==> src/rtl/imm_inst_encoder.sv <==
// ----------------------------------------------------------------------------
// imm_inst_encoder
//   Packs register fields and a 32-bit signed immediate into a RISC-V
//   instruction word (I/S/B/J/R layouts). It is the inverse of an immediate
//   generator and is used by the loader/self-test path that fills instruction
//   memory. Each accepted word is tagged with an auto-incrementing byte
//   address and queued in a 2-entry output FIFO.
//
// Ports
//   clk, rst            rising-edge clock, asynchronous active-high reset
//   addr_load/_value    load the address counter (bits [1:0] forced to 0)
//   in_valid/in_ready   request handshake
//   in_opcode..in_imm   instruction fields and signed immediate
//   out_valid/out_ready FIFO head handshake
//   out_inst/addr/err   FIFO head: word, byte address, {opc,align,range} flags
//   err_cnt             saturating count of accepted requests with any flag
//
// Handshake: a transfer happens on a rising clk edge where valid && ready are
//   both high. Valid must not depend on ready. in_ready depends only on the
//   FIFO occupancy and addr_load; out_valid is purely registered.
// ----------------------------------------------------------------------------
module imm_inst_encoder #(
    parameter int                ADDR_W    = 32,
    parameter logic [ADDR_W-1:0] BASE_ADDR = '0
) (
    input  logic              clk,
    input  logic              rst,
    input  logic              addr_load,
    input  logic [ADDR_W-1:0] addr_value,
    input  logic              in_valid,
    output logic              in_ready,
    input  logic [6:0]        in_opcode,
    input  logic [4:0]        in_rd,
    input  logic [2:0]        in_funct3,
    input  logic [4:0]        in_rs1,
    input  logic [4:0]        in_rs2,
    input  logic [6:0]        in_funct7,
    input  logic [31:0]       in_imm,
    output logic              out_valid,
    input  logic              out_ready,
    output logic [31:0]       out_inst,
    output logic [ADDR_W-1:0] out_addr,
    output logic [2:0]        out_err,
    output logic [7:0]        err_cnt
);

    // ------------------------------------------------------------------
    // Encoder (combinational)
    // ------------------------------------------------------------------
    logic        w_is_i, w_is_s, w_is_b, w_is_j, w_is_r;
    logic [31:0] w_inst;
    logic        w_range_err, w_align_err, w_opc_err;
    logic [2:0]  w_err;

    always_comb begin
        w_is_i = (in_opcode == 7'b0000011) || (in_opcode == 7'b1100111) ||
                 (in_opcode == 7'b0010011);
        w_is_s = (in_opcode == 7'b0100011);
        w_is_b = (in_opcode == 7'b1100011);
        w_is_j = (in_opcode == 7'b1101111);
        w_is_r = (in_opcode == 7'b0110011);

        w_range_err = 1'b0;
        w_align_err = 1'b0;
        w_opc_err   = !(w_is_i || w_is_s || w_is_b || w_is_j || w_is_r);

        // Range checks: the bits above the encodable field must be a pure
        // sign extension (all zeros or all ones).
        if (w_is_i) begin
            w_inst      = {in_imm[11:0], in_rs1, in_funct3, in_rd, in_opcode};
            w_range_err = !((&in_imm[31:11]) || !(|in_imm[31:11]));
        end else if (w_is_s) begin
            w_inst      = {in_imm[11:5], in_rs2, in_rs1, in_funct3,
                           in_imm[4:0], in_opcode};
            w_range_err = !((&in_imm[31:11]) || !(|in_imm[31:11]));
        end else if (w_is_b) begin
            w_inst      = {in_imm[12], in_imm[10:5], in_rs2, in_rs1, in_funct3,
                           in_imm[4:1], in_imm[11], in_opcode};
            w_range_err = !((&in_imm[31:12]) || !(|in_imm[31:12]));
            w_align_err = in_imm[0];
        end else if (w_is_j) begin
            w_inst      = {in_imm[20], in_imm[10:1], in_imm[11], in_imm[19:12],
                           in_rd, in_opcode};
            w_range_err = !((&in_imm[31:20]) || !(|in_imm[31:20]));
            w_align_err = in_imm[0];
        end else begin
            // R layout, also used for unknown opcodes; immediate ignored.
            w_inst = {in_funct7, in_rs2, in_rs1, in_funct3, in_rd, in_opcode};
        end

        w_err = {w_opc_err, w_align_err, w_range_err};
    end

    // ------------------------------------------------------------------
    // Handshake
    // ------------------------------------------------------------------
    logic [1:0]        r_count;
    logic              w_push, w_pop;
    logic [ADDR_W-1:0] w_load_val;

    assign in_ready   = (r_count != 2'd2) && !addr_load;
    assign out_valid  = (r_count != 2'd0);
    assign w_push     = in_valid && in_ready;
    assign w_pop      = out_valid && out_ready;
    // Clear the two byte-offset bits so the counter stays word aligned.
    assign w_load_val = addr_value & ~ADDR_W'(3);

    // ------------------------------------------------------------------
    // FIFO: slot 0 is the head and drives the outputs directly; slot 1
    // only ever holds the second-oldest entry.
    // ------------------------------------------------------------------
    logic [31:0]       r_inst0, r_inst1;
    logic [ADDR_W-1:0] r_addr0, r_addr1;
    logic [2:0]        r_err0,  r_err1;
    logic [ADDR_W-1:0] r_addr_cnt;
    logic [7:0]        r_err_cnt;

    always_ff @(posedge clk or posedge rst) begin
        if (rst) begin
            r_count    <= 2'd0;
            r_inst0    <= '0;
            r_addr0    <= BASE_ADDR;
            r_err0     <= '0;
            r_inst1    <= '0;
            r_addr1    <= BASE_ADDR;
            r_err1     <= '0;
            r_addr_cnt <= BASE_ADDR;
            r_err_cnt  <= '0;
        end else begin
            case (r_count)
                2'd0: begin
                    if (w_push) begin
                        r_inst0 <= w_inst;
                        r_addr0 <= r_addr_cnt;
                        r_err0  <= w_err;
                        r_count <= 2'd1;
                    end
                end
                2'd1: begin
                    if (w_push && w_pop) begin
                        // Head leaves as the new word arrives: it becomes head.
                        r_inst0 <= w_inst;
                        r_addr0 <= r_addr_cnt;
                        r_err0  <= w_err;
                    end else if (w_push) begin
                        r_inst1 <= w_inst;
                        r_addr1 <= r_addr_cnt;
                        r_err1  <= w_err;
                        r_count <= 2'd2;
                    end else if (w_pop) begin
                        r_count <= 2'd0;
                    end
                end
                default: begin
                    // Full: no push possible, a pop shifts slot 1 forward.
                    if (w_pop) begin
                        r_inst0 <= r_inst1;
                        r_addr0 <= r_addr1;
                        r_err0  <= r_err1;
                        r_count <= 2'd1;
                    end
                end
            endcase

            if (addr_load) begin
                r_addr_cnt <= w_load_val;
            end else if (w_push) begin
                r_addr_cnt <= r_addr_cnt + ADDR_W'(4);
            end

            if (w_push && (w_err != 3'b000) && (r_err_cnt != 8'hFF)) begin
                r_err_cnt <= r_err_cnt + 8'd1;
            end
        end
    end

    assign out_inst = r_inst0;
    assign out_addr = r_addr0;
    assign out_err  = r_err0;
    assign err_cnt  = r_err_cnt;

endmodule

==> config.mk <==
export PLATFORM = sky130hd
export DESIGN_NAME = imm_inst_encoder
export DESIGN_NICKNAME = d
export VERILOG_FILES = /design/src/rtl/imm_inst_encoder.sv
export SDC_FILE = /design/constraint.sdc
export NUM_CORES = 1
export LEC_CHECK = 0
export BUFFER_PORTS_ARGS = -buffer_cell sky130_fd_sc_hd__buf_4
export CELL_PAD_IN_SITES_DETAIL_PLACEMENT = 0
export CELL_PAD_IN_SITES_GLOBAL_PLACEMENT = 1
export CORE_UTILIZATION = 45
export CTS_CLUSTER_SIZE = 40
export DETAILED_ROUTE_END_ITERATION = 10
export PLACE_DENSITY_LB_ADDON = 0.15
export SLEW_MARGIN = 5
export SYNTH_ARGS = -nofsm -noshare
export SYNTH_HDL_FRONTEND = slang
export SYNTH_SLANG_ARGS = --single-unit
==> constraint.sdc <==
create_clock -name clk -period 12.9 [get_ports clk]
set_clock_uncertainty 0.2 [all_clocks]
set_input_delay 0 -clock clk [delete_from_list [all_inputs] [get_ports clk]]
set_output_delay 0 -clock clk [all_outputs]
set_load 0.05 [all_outputs]
After elaboration in Yosys (flattened, before gate mapping) --
Index checks and enable logic that the tools add are counted.
Cells by class: add/sub/neg operators 2, reductions and logical operators 37, bitwise logic cells 1, multiplexer cells 32, equality and inequality tests 14
Operators with widths (number):
- $mux 32 | 12
- $pmux 32 s2 | 2
- $add 32x3->32 const B | 1
- $eq 7x7->1 const B | 3
- $reduce_and 21->1 | 1
- $reduce_or 21->1 | 1
- $reduce_and 20->1 | 1
- $reduce_or 20->1 | 1
- $eq 7x6->1 const B | 2
- $reduce_and 12->1 | 1
- $reduce_or 12->1 | 1
- $mux 2 | 5
- $logic_or 1x1->1 | 9
- $mux 3 | 3
- $add 8x1->8 const B | 1
- $logic_not 1->1 | 8
- $mux 1 | 8
- $ne 2x2->1 const B | 4
- $ne 8x8->1 const B | 1
- $eq 7x2->1 const B | 1
- $eq 7x5->1 const B | 1
- $logic_and 1x1->1 | 6
- $pmux 3 s2 | 1
- $reduce_and 3->1 | 2
- other kinds (8) | 10
Storage, ports and cells: output and inout port bits 77, logic and storage cells 95, input port bits 101, register bits 176

Logic depth before layout (Yosys ltp) --
depth in word-level cells 11, depth in mapped cells 8, mapped depth without buffers 6

Worst setup path before layout --
OpenSTA, ideal clock, no wires.
path type flip-flop to flip-flop, from register r_err_cnt[4] (netlist: err_cnt[4]), to register r_err_cnt[1] (netlist: err_cnt[1]), setup time 0.125 ns, period minus slack after synthesis 2.296 ns, data required time 12.575 ns, path slack 10.604 ns, buffers on the path 0, arrival 1.971 ns, stages on the path, launching flop included 6, path through dfrtp_1 > and4_1 > and2_1 > a311o_1 > a21oi_1 > mux2_2
Between the ends: word-level cells in the longest chain between the ends 2
RTL lines:
- start, declared | line 116 | logic [7:0] r_err_cnt;
- start signal, assigned | line 172 | r_err_cnt <= r_err_cnt + 8'd1;
- $ne 8x8->1 | line 171 | if (w_push && (w_err != 3'b000) && (r_err_cnt != 8'hFF)) begin
- $logic_and 1x1->1 | line 171
Every way passes these cells. A chain may end at the register's enable or synchronous reset.

Final worst setup path --
from register r_count[1], to register r_addr_cnt[12]
Between the ends: word-level cells in the longest chain between the ends 4
RTL lines:
- start, declared | line 97 | logic [1:0] r_count;
- start signal, assigned | line 120 | r_count <= 2'd0;
- start signal, assigned | line 136 | r_count <= 2'd1;
- start signal, assigned | line 149 | r_count <= 2'd2;
- $ne 2x2->1 | line 101 | assign in_ready = (r_count != 2'd2) && !addr_load;
- $logic_and 1x1->1 | line 101
- $logic_and 1x1->1 | line 103 | assign w_push = in_valid && in_ready;
- $reduce_bool 2->1 (no line)
- end signal, assigned | line 166 | r_addr_cnt <= w_load_val;
- end signal, assigned | line 168 | r_addr_cnt <= r_addr_cnt + ADDR_W'(4);
- end, declared | line 115 | logic [ADDR_W-1:0] r_addr_cnt;
Every way passes these cells.

==> impl_results.md <==
* Cell taking the most area after synthesis: dfrtp_1
* First-pass GRT wire length at 34100 um
* Total track usage at 23.8%
* DRT iter0 DRCs at 337
* # fillers at 1427
* Yosys top cell area share at 52.1%
* Crit path max fanout at 69
* Rel. slew slack at 38.8%
* CTS Buf Count at 17
* Worst vdd rail ir drop at 0.0936 mV
* RSZ-0062 raised after global routing: no
* Layout area overhead at 43.4%
* Clock-pin slew on the worst setup and hold paths at 70 ps
* Distinct cells, synth at 53
* Site row count at 48
* Critical path class: register to register
* Final wirelength at 21600 um
* Slew @ Worst Pin at 919 ps
* DR WL/cell at 15.5 um
* Post-layout min period at 3780 ps
* Worst EP required at 13010 ps
* Setup violators final at 0
* Setup Total Neg Slack at 0 ps
* Reg2Reg Depth at 8
* Leakage at 5.46 nW
* Post-synth EDFFs at 0
* Hpwl dp at 13300 um
* ANT nets after route at 0
* Total Power at 1.93 mW
* Fin util at 66.9%
* Total Die Area at 0.0187 mm^2
* Hold Path Depth at 5
* GRT overflow at 0
* Largest net degree at the start of global routing at 71
* Gpl congestion at 0.785
* Dpl cell area at 0.00962 mm^2
* CP endpoint kind: register
* Slew Viols, Final at 0
* Max_cap viols at 0
* Vias in the first global route at 6778
* CTS tree: yes
* Diodes inserted at 0
* Mapped cell area at 0.00816 mm^2
* Hold_buf cts at 146
* Vias at 7104
* Status: finished clean
* Async set-reset flop share out of synthesis at 100%
* PwrDens at 165 mW/mm^2
* Clk Latency, worst-skew pair at 430 ps
* Worst flop-to-flop path endpoint: r_addr_cnt[12]
* Hold_sp: in_funct7[6]
* Top FF cell, synth: dfrtp_1
* Drt first pass iters at 5
* Most frequent cell after synthesis: nand2_1
* Starting Density at 46.7%
* Critical R2R Launch: r_count[1]
* Share of cells above drive strength 1 at 21.1%
* Core area at 0.0175 mm^2
* Yosys warning count at 0
* Placed Cells at 1221
* Syn Area/Cell at 9.41 um^2
* Worst R2R Setup Slack at 9120 ps
* Post-cts resize count at 0
* Synth Instances at 867
* Die Y at 137 um
* Fin crit share at 29.3%
* Maximum clock insertion buffer count at 2
* Initial antenna violation count at 0
* Post-CTS Setup Bufs at 0
* Synth area leaders: dfrtp_1, nand2_1, mux2i_1
* Critical path launch point: r_count[1]
* Crit path DAT at 3890 ps
* CP Launch Type: register
* Final Hold Viols at 0
* Nets@finish at 1264
* Final cell count without fillers at 1398
* Via density at 5.08
* CTS root buf: clkbuf_16
* Number of port buffers at 173
* Max Clk Rate at 264 MHz
* # DRC at 0
* HP Class: input port to register
* Seq cells post-synth at 170
* CTS H-tree lvls at 4
* Chip width at 137 um
* Final instance area at 0.0117 mm^2
* Worst Setup EP: r_addr_cnt[12]
* I/O pin count at 178
* Top cells by count, synth: nand2_1, dfrtp_1, o21ai_0
* Post-synthesis sequential area ratio at 52.1%
* Clock sink total at 170
## where the power goes
group / internal (mW) / switching (mW) / total (mW)
Sequential: 0.677 / 0.0933 / 0.770
Clock: 0.317 / 0.219 / 0.536
Combinational: 0.225 / 0.403 / 0.628
Total: 1.22 / 0.716 / 1.93
## placed cells by master, fill, tap and decap left out, drive strengths merged, types with 3 or more instances in the layout
cell type,count
nand2,249
buf,180
dfrtp,170
dlygate4sd3,146
o21ai,114
mux2i,62
nor2,25
a21oi,24
xor2,22
mux2,20
nand4,20
clkbuf,19
xnor2,14
inv,13
nand3,12
and2,9
nor3,9
and3,8
and4,5
nor2b,4
nor4,4
or4,3
clkinv,3
bufinv,3
clkinvlp,3
nor3b,3
## registers in the layout (all words and copies together), names as in the netlist
name and flops:
out_inst 32, r_inst1 32, out_addr 30, r_addr1 30, r_addr_cnt 30, err_cnt 8, out_err 3, r_err1 3
r_count 2
## metal layers
metal,wire (um),vias up,global-route usage (%),part of all wire (%)
met3,974,30,3.96,4.5
li1,-,3530,-,-
met4,433,0,9.51,2.0
met1,9830,3367,30.9,45
met5,0,-,0,0
met2,10400,177,39.5,48
## worst max-delay path, stage by stage (launching register included)
cell and delay, ps:
dfrtp_4 610, buf_4 750, nand2b_1 340, and2_1 430
nand3_1 310, nor2_1 100, xnor2_1 180, o21ai_0 110
dlygate4sd3_1 600
## worst min path at each step
| stage | to | slack [ps] |
|---|---|---|
| finish | out_inst[31] | 30 |
| global route | out_inst[31] | 60 |
| CTS | out_inst[31] | 30 |
| detailed placement | r_addr1[11] | -90 |
| global placement | out_addr[15] | -100 |
| floorplan | r_count[1] | -100 |
## cells by family (layout without fill, tap and decap cells)
| kind of cell | after synthesis | after routing | share of synthesized area, % |
|---|---|---|---|
| adder cells (fa/ha/maj) | 2 | 2 | 0.307 |
| buffers and inverters | 62 | 367 | 3.02 |
| multiplexers | 82 | 82 | 10.4 |
| XOR/XNOR | 36 | 36 | 3.86 |
| flip-flops | 170 | 170 | 52.1 |
| AO/OA/AOI/OAI | 154 | 154 | 10.5 |
| other | 1 | 2 | 0.0460 |
| AND/OR/NAND/NOR | 360 | 360 | 19.7 |
## layout make-up
type,instances,area (um^2),share of cell area (%)
timing repair buffer,326,2810,24.0
clock buffer,19,453,3.87
inverter,10,42.5,0.364
sequential,170,4260,36.4
clock inverter,12,165,1.41
multi-input combinational,636,3690,31.5
tap,225,282,2.41
## stage by stage
step	setup WS (ps)	hold slack [ps]
after floorplan	8100	-104
after global routing	8890	57.5
after global placement	9310	-97.6
after detailed placement	9290	-94.2
final	9120	31.6
after CTS	9160	26.4
(Power assumes the default switching activity.)
